$ cat config.mk
export PLATFORM = sky130hd
export DESIGN_NAME = ray_window_averager
export DESIGN_NICKNAME = d
export VERILOG_FILES = /design/src/rtl/calc_ray_pkg.sv /design/src/rtl/ray_window_averager_accumulator.sv /design/src/rtl/ray_window_averager.sv
export SDC_FILE = /design/constraint.sdc
export NUM_CORES = 1
export LEC_CHECK = 0
export ABC_CLOCK_PERIOD_IN_PS = 5370
export BUFFER_PORTS_ARGS = -buffer_cell sky130_fd_sc_hd__clkbuf_2
export CELL_PAD_IN_SITES_DETAIL_PLACEMENT = 1
export CELL_PAD_IN_SITES_GLOBAL_PLACEMENT = 2
export CORE_MARGIN = 10
export CORE_UTILIZATION = 40
export CTS_CLUSTER_DIAMETER = 120
export DETAILED_ROUTE_END_ITERATION = 12
export PLACE_DENSITY = 0.87
export SYNTH_ARGS = -nofsm -noshare
export SYNTH_HDL_FRONTEND = slang
export SYNTH_SLANG_ARGS = --single-unit
export TNS_END_PERCENT = 5
$ cat constraint.sdc
create_clock -name clk -period 5.37 [get_ports clk]
set_input_delay 1.074 -clock clk [delete_from_list [all_inputs] [get_ports clk]]
set_output_delay 1.074 -clock clk [all_outputs]
set_load 0.005 [all_outputs]
$ cat src/rtl/calc_ray_pkg.sv
// Shared constants and helpers for the ray/magnitude window averaging path.
// Accumulator width and rounding constant derive from DATA_WIDTH and LOG2_N.
package calc_ray_pkg;

  localparam int DEF_DATA_WIDTH = 8;
  localparam int DEF_LOG2_N     = 4;
  localparam int ACC_WIDTH      = DEF_DATA_WIDTH + DEF_LOG2_N;
  localparam int ROUND_CONST    = 1 << (DEF_LOG2_N - 1);

  function automatic int acc_width(int dw, int ln);
    return dw + ln;
  endfunction

  function automatic int round_const(int ln);
    return 1 << (ln - 1);
  endfunction

endpackage

$ cat src/rtl/ray_window_averager_accumulator.sv
// One averaging channel: window accumulator plus its rounded mean register.
// Mean is taken from the combinational next sum on the completing accept.
import calc_ray_pkg::*;

module window_accumulator #(
  parameter int DATA_WIDTH = DEF_DATA_WIDTH,
  parameter int LOG2_N     = DEF_LOG2_N
) (
  input  logic                  clk,
  input  logic                  reset,
  input  logic                  accept,
  input  logic                  complete,
  input  logic                  restart,
  input  logic [DATA_WIDTH-1:0] din,
  output logic [DATA_WIDTH-1:0] avg
);

  localparam int AW = acc_width(DATA_WIDTH, LOG2_N);
  localparam logic [AW-1:0] RND = AW'(round_const(LOG2_N));

  logic [AW-1:0] acc;
  logic [AW-1:0] sum;
  logic [AW-1:0] rounded;

  // Full-scale sum plus half LSB still fits in AW bits.
  assign sum     = acc + AW'(din);
  assign rounded = sum + RND;

  always_ff @(posedge clk or negedge reset) begin
    if (!reset) begin
      acc <= '0;
      avg <= '0;
    end else if (restart) begin
      acc <= '0;
    end else if (accept) begin
      acc <= complete ? '0 : sum;
      if (complete)
        avg <= rounded[AW-1:LOG2_N];
    end
  end

endmodule

$ cat src/rtl/ray_window_averager.sv
// Decimating window averager for r and x/y/z squares; one result per 2^LOG2_N samples.
// RAY_WINDOW_PEAK_EN adds r_max, the peak of r over each completed window.
import calc_ray_pkg::*;

module ray_window_averager #(
  parameter int DATA_WIDTH = DEF_DATA_WIDTH,
  parameter int LOG2_N     = DEF_LOG2_N
) (
  input  logic                  clk,
  input  logic                  reset,
  input  logic                  enable,
  input  logic                  clear,
  input  logic                  in_valid,
  input  logic [DATA_WIDTH-1:0] r,
  input  logic [DATA_WIDTH-1:0] xSquare,
  input  logic [DATA_WIDTH-1:0] ySquare,
  input  logic [DATA_WIDTH-1:0] zSquare,
  output logic [DATA_WIDTH-1:0] r_avg,
  output logic [DATA_WIDTH-1:0] xSquare_avg,
  output logic [DATA_WIDTH-1:0] ySquare_avg,
  output logic [DATA_WIDTH-1:0] zSquare_avg,
  output logic                  out_valid,
`ifdef RAY_WINDOW_PEAK_EN
  output logic [DATA_WIDTH-1:0] r_max,
`endif
  output logic [LOG2_N-1:0]     window_count
);

  logic                  restart;
  logic                  accept;
  logic                  complete;
  logic [DATA_WIDTH-1:0] din [4];
  logic [DATA_WIDTH-1:0] avg [4];

  // Disable behaves as a held clear.
  assign restart  = clear | ~enable;
  assign accept   = enable & ~clear & in_valid;
  assign complete = accept & (&window_count);

  assign din[0] = r;
  assign din[1] = xSquare;
  assign din[2] = ySquare;
  assign din[3] = zSquare;

  assign r_avg       = avg[0];
  assign xSquare_avg = avg[1];
  assign ySquare_avg = avg[2];
  assign zSquare_avg = avg[3];

  always_ff @(posedge clk or negedge reset) begin
    if (!reset) begin
      window_count <= '0;
      out_valid    <= 1'b0;
    end else begin
      out_valid <= complete;
      if (restart)
        window_count <= '0;
      else if (accept)
        window_count <= window_count + 1'b1;
    end
  end

  for (genvar g = 0; g < 4; g++) begin : g_ch
    window_accumulator #(
      .DATA_WIDTH(DATA_WIDTH),
      .LOG2_N    (LOG2_N)
    ) u_acc (
      .clk     (clk),
      .reset   (reset),
      .accept  (accept),
      .complete(complete),
      .restart (restart),
      .din     (din[g]),
      .avg     (avg[g])
    );
  end

`ifdef RAY_WINDOW_PEAK_EN
  logic [DATA_WIDTH-1:0] run_max;
  logic [DATA_WIDTH-1:0] next_max;

  assign next_max = (r > run_max) ? r : run_max;

  always_ff @(posedge clk or negedge reset) begin
    if (!reset) begin
      run_max <= '0;
      r_max   <= '0;
    end else if (restart) begin
      run_max <= '0;
    end else if (accept) begin
      run_max <= complete ? '0 : next_max;
      if (complete)
        r_max <= next_max;
    end
  end
`endif

endmodule

# Yosys cells after proc, flatten, opt, wreduce, memory -nomap -nowiden
# Cells that the tools add are included.
op_classes:
  n_shift: 0
  mux: 14
  n_mul: 0
  eq_ne: 0
  magnitude_cmp: 0
  bitwise_logic: 7
  div: 0
  n_reduce_logical: 3
  addsub: 9
ops:
  columns: ["op", "n"]
  rows:
  - ["$mux W12", 12]
  - ["$add A12 B4 Y12 const B", 4]
  - ["$add A12 B8 Y12", 4]
  - ["$mux W4", 2]
  - ["$add A4 B1 Y4 const B", 1]
  - ["$reduce_and A4 Y1", 1]
  - ["$and A1 B1 Y1", 3]
  - ["$not A1 Y1", 3]
  - ["$reduce_and A3 Y1", 1]
  - ["$reduce_bool A2 Y1", 1]
  - ["$or A1 B1 Y1", 1]
totals:
  inputBits: 37
  latch_bits: 0
  output_inout_bits: 37
  ram_bits: 0
  mem_bits_ro: 0
  wordCells: 43
  memories: 0
  reg_bits: 85

# Longest topological paths before layout
logic_depth:
  ltp_word: 7
  depth_mapped: 12

# Hierarchy
# A second synthesis with hierarchy kept.
hier_totals:
  cells_unflattened: 681
  hier_area_um2: 6397.4
modules_own_cells:
  columns: ["module", "area_per_inst_um2", "cells_per_inst", "seq_area_each_um2", "n_inst"]
  rows:
  - ["window_accumulator", 1536.5, 165, 500.5, 4]
  - ["ray_window_averager", 251.5, 21, 125.1, 1]

# Least setup slack after synthesis
# No wires, ideal clock.
synth_timing:
  path_kind: "input to register"
  startpoint: "input port r[0]"
  endpoint: "register g_ch[0].u_acc.avg[7]"
  stages: 10
  path_slack_ns: 2.032
  t_arrival_ns: 3.242
  path_cell_list: "ha_1 -> fa_1 -> a21o_2 -> a21oi_1 -> xnor2_1 -> ha_1 -> nand2_1 -> nand4bb_4 -> o31a_1 -> o31ai_1"
synth_via:
  elab_chain_cells: 2
synth_lines:
  columns: ["element", "line", "source"]
  rows:
  - ["start: declaration", "ray_window_averager.sv:14", "input logic [DATA_WIDTH-1:0] r,"]
  - ["$add A12 B8 Y12", "ray_window_averager_accumulator.sv:26", "assign sum = acc + AW'(din);"]
  - ["$add A12 B4 Y12", "ray_window_averager_accumulator.sv:27", "assign rounded = sum + RND;"]
  - ["end signal: assignment", "ray_window_averager_accumulator.sv:38", "avg <= rounded[AW-1:LOG2_N];"]
  - ["end: declaration", "ray_window_averager_accumulator.sv:15", "output logic [DATA_WIDTH-1:0] avg"]
# Every way passes these cells.
# A chain may end at the register's enable or synchronous reset.

# Worst setup path in the final report
# Ends and elaborated chain as after synthesis.

==> flow_summary.yaml <==
outcome:
  status: "finished, final reports clean"
route:
  antenna_left: 0
  wl_met2_mm: 7.657
  wl_per_cell_um: 18.54
  wirelength_mm: 15.76
  met3_length_um: 572
  drtPass1Iterations: 4
  dr.first_iter.drc_count: 158
  num_vias: 4866
  via_per_inst: 5.725
  top_layer: "met4"
  drc: 0
  wl_met1_mm: 7.317
flow_run:
  drv_cap: 0
yosys:
  syn-num-nets: 686
  ys_ff_latch: 85
  synth.distinct_cells: 80
  synth_common_cells: "dfrtp_1 (85), nand2_1 (74), o21ai_0 (48), ha_1 (37), xnor2_1 (30)"
  synth.avg_cell_area_um2: 9.448
  synth_most_common_cell: "dfrtp_1"
  synth_edf_count: 0
  yosysWarnings: 0
  netlist_top_cells_area: "dfrtp_1 (37%), ha_1 (8.1%), nand2_1 (4.8%), xnor2_1 (4.6%), o21ai_0 (4.2%)"
  synthArstFlopShare_pct: 100.0
  dominantRegCellSynth: "dfrtp_1"
  syn_inst: 608
  synth_area_um2: 5744
  ys_seq_area_share_pct: 37.03
  yosys.area.top_type_share_pct: 37.03
  synth_top_area_cell: "dfrtp_1"
critical_path:
  cp-start-kind: "primary input"
  worst_ep_required_time_ns: 5.63
  setup.worst_path.class: "in -> reg"
  worstReg2RegEnd: "g_ch[0].u_acc.avg[7]"
  critPathSlowestCell: "fa_1"
  crit_top_cell: "ha_1"
  crit_start: "r[0]"
  end_kind: "register"
  critPathMaxFanout: 4
  slowest_delay_ns: 0.43
  timing.rr.start: "g_ch[0].u_acc.acc[0]"
  worstPathArrival_ns: 3.55
  crit_chain: "clkbuf_2 -> ha_1 -> fa_1 -> a21o_2 -> a21oi_1 -> xnor2_1 -> ha_1 -> nand2_1 -> nand4bb_4 -> o31a_1 -> o31ai_1"
  r2r_cells: 10
  reg2reg_slack_ns: 2.51
global_route:
  grt_max_degree: 61
  grt-ovfl-total: 0
  grt_pass1_wl_mm: 26.99
  grt_pass1_vias: 5349
  grtUsageTotal_pct: 16.39
  antenna_found_initial: 0
timing:
  rsz0062_at_grt: "no"
  hold_violations: 0
  fin_crit_ns: 3.296
  setup_violations: 0
  fmax_mhz: 303.4
  worstMarginPinSlew_ns: 0.8000
  setup_tns_ns: 0
  fin_skew_ns: 0.007843
  drv_slew: 0
  finalCritPeriodShare_pct: 61.37
  slew_headroom_pct: 46.66
finish:
  design_area_um2: 6533
  drive_gt1_share_pct: 17.76
  insertedDiodeCount: 0
  area_growth_pct: 13.72
  finalNetCount: 743
  num-fill-cells: 1624
worst_hold_path:
  hold_path_end: "g_ch[3].u_acc.avg[5]"
  hp-class: "reg -> reg"
  hold_depth: 2
  min_from: "g_ch[3].u_acc.avg[5]"
cts:
  cts_resized: 0
  clock_sinks: 85
  path_clk_slew_ns: 0.06
  cts_hold_buf: 0
  clk_latency_ns: 0.35
  clockBufferDepth: 2
  htreeDepth: 3
  cts_tree: "yes"
  cts_setup_buffers: 0
  cts-root-buf: "clkbuf_16"
  cts_buffers: 9
pwr:
  peakVddDrop_mv: 0.1368
  cellPowerDensity_nw_per_um2: 240.5
  cellLeakagePower_nw: 3.051
floorplanning:
  io_pins: 74
  rows: 43
  core-area_um2: 13990
  die_width_um: 139.8
  start_util_pct: 41.06
  fp.dieH_um: 139.8
  die_area_um2: 19550
placed_design:
  place_area_um2: 6238
  io_buffers: 73
  hpwl_mm: 11.17
  place.gp.congestion: 0.8189
[layer usage]
layer,vias up,global-route usage [%]
li1,2338,-
met3,16,3.913
met2,63,27.84
met1,2449,20.11
met4,0,4.674
met5,-,0
[worst max path at each step]
| stage | cells past startpoint | endpoint | slack (ns) |
|---|---|---|---|
| finish | 11 | g_ch[0].u_acc.avg[7] | 2.07 |
| global route | 11 | g_ch[0].u_acc.avg[7] | 1.88 |
| CTS | 11 | g_ch[0].u_acc.avg[7] | 2.08 |
| detailed placement | 11 | g_ch[0].u_acc.avg[7] | 1.69 |
| global placement | 11 | g_ch[0].u_acc.avg[7] | 1.85 |
| floorplan | 10 | g_ch[0].u_acc.avg[7] | 2.03 |
[flip-flops by register name, indices dropped and copies added, names as in the netlist]
register and flops:
g_ch.u_acc.acc 48, out_valid 1, g_ch.u_acc.avg 32, window_count 4
[report_power, final]
part           internal (mW)  switching, mW  total (mW)  leakage, nW
clock                  0.372          0.270       0.642        0.143
sequential             0.652        0.00810       0.660         1.18
combinational          0.106          0.163       0.270         1.73
total                   1.13          0.441        1.57         3.05
[layout by cell type (no fill, tap or decap), types with 13 or more instances in the layout]
cell type / n
ha_1: 37
dfrtp_1: 85
o21ai_0: 48
nand3_1: 19
inv_1: 17
nor2_1: 26
xor2_1: 24
clkbuf_2: 72
a22o_1: 24
nor3_1: 13
nand2_1: 74
a21oi_1: 25
xnor2_1: 30
[cells by family (layout without fill, tap and decap cells)]
logic type | after synthesis | count (layout) | share of synthesized area (%)
muxes | 3 | 3 | 0.5445
and+or+nand+nor | 194 | 194 | 18.14
AOI/OAI and AO/OA | 182 | 182 | 22.72
buffers and inverters | 48 | 110 | 3.594
DFF | 85 | 85 | 37.03
xor gates and xnor gates | 55 | 55 | 8.517
adders and majority gates | 41 | 41 | 9.453
[worst max-delay path: cells and delay by family]
kind	cells	cell delay, ns
adders and majority gates	3	0.97
AOI/OAI and AO/OA	4	0.91
and+or+nand+nor	2	0.32
xor gates and xnor gates	1	0.21
buffers and inverters	1	0.08
[area by class of cell]
class	instances	area, µm²	share of cell area [%]
repair buffers	77	397.9	6.091
flip-flops and latches	85	2127	32.56
clock buffers	12	246.5	3.773
multi-input cells	475	3425	52.42
clock inverters	4	47.55	0.7278
well taps	180	225.2	3.448
inverters	17	63.81	0.9768
[metrics by stage]
step                      hold slack (ns)  std cells  setup WS, ns  power, mW  util [%]
final                              0.4823        850         2.074      1.571     46.70
after global routing               0.5218        850         1.880      1.659     46.70
after detailed placement           0.4740        834         1.687     0.9397     44.60
after floorplan                    0.4538        608         2.032     0.8596         -
after global placement             0.4620        834         1.851     0.9323     44.60
after CTS                          0.4893        850         2.077      1.595     46.70
Note: power is estimated with default switching activity, not from simulation.
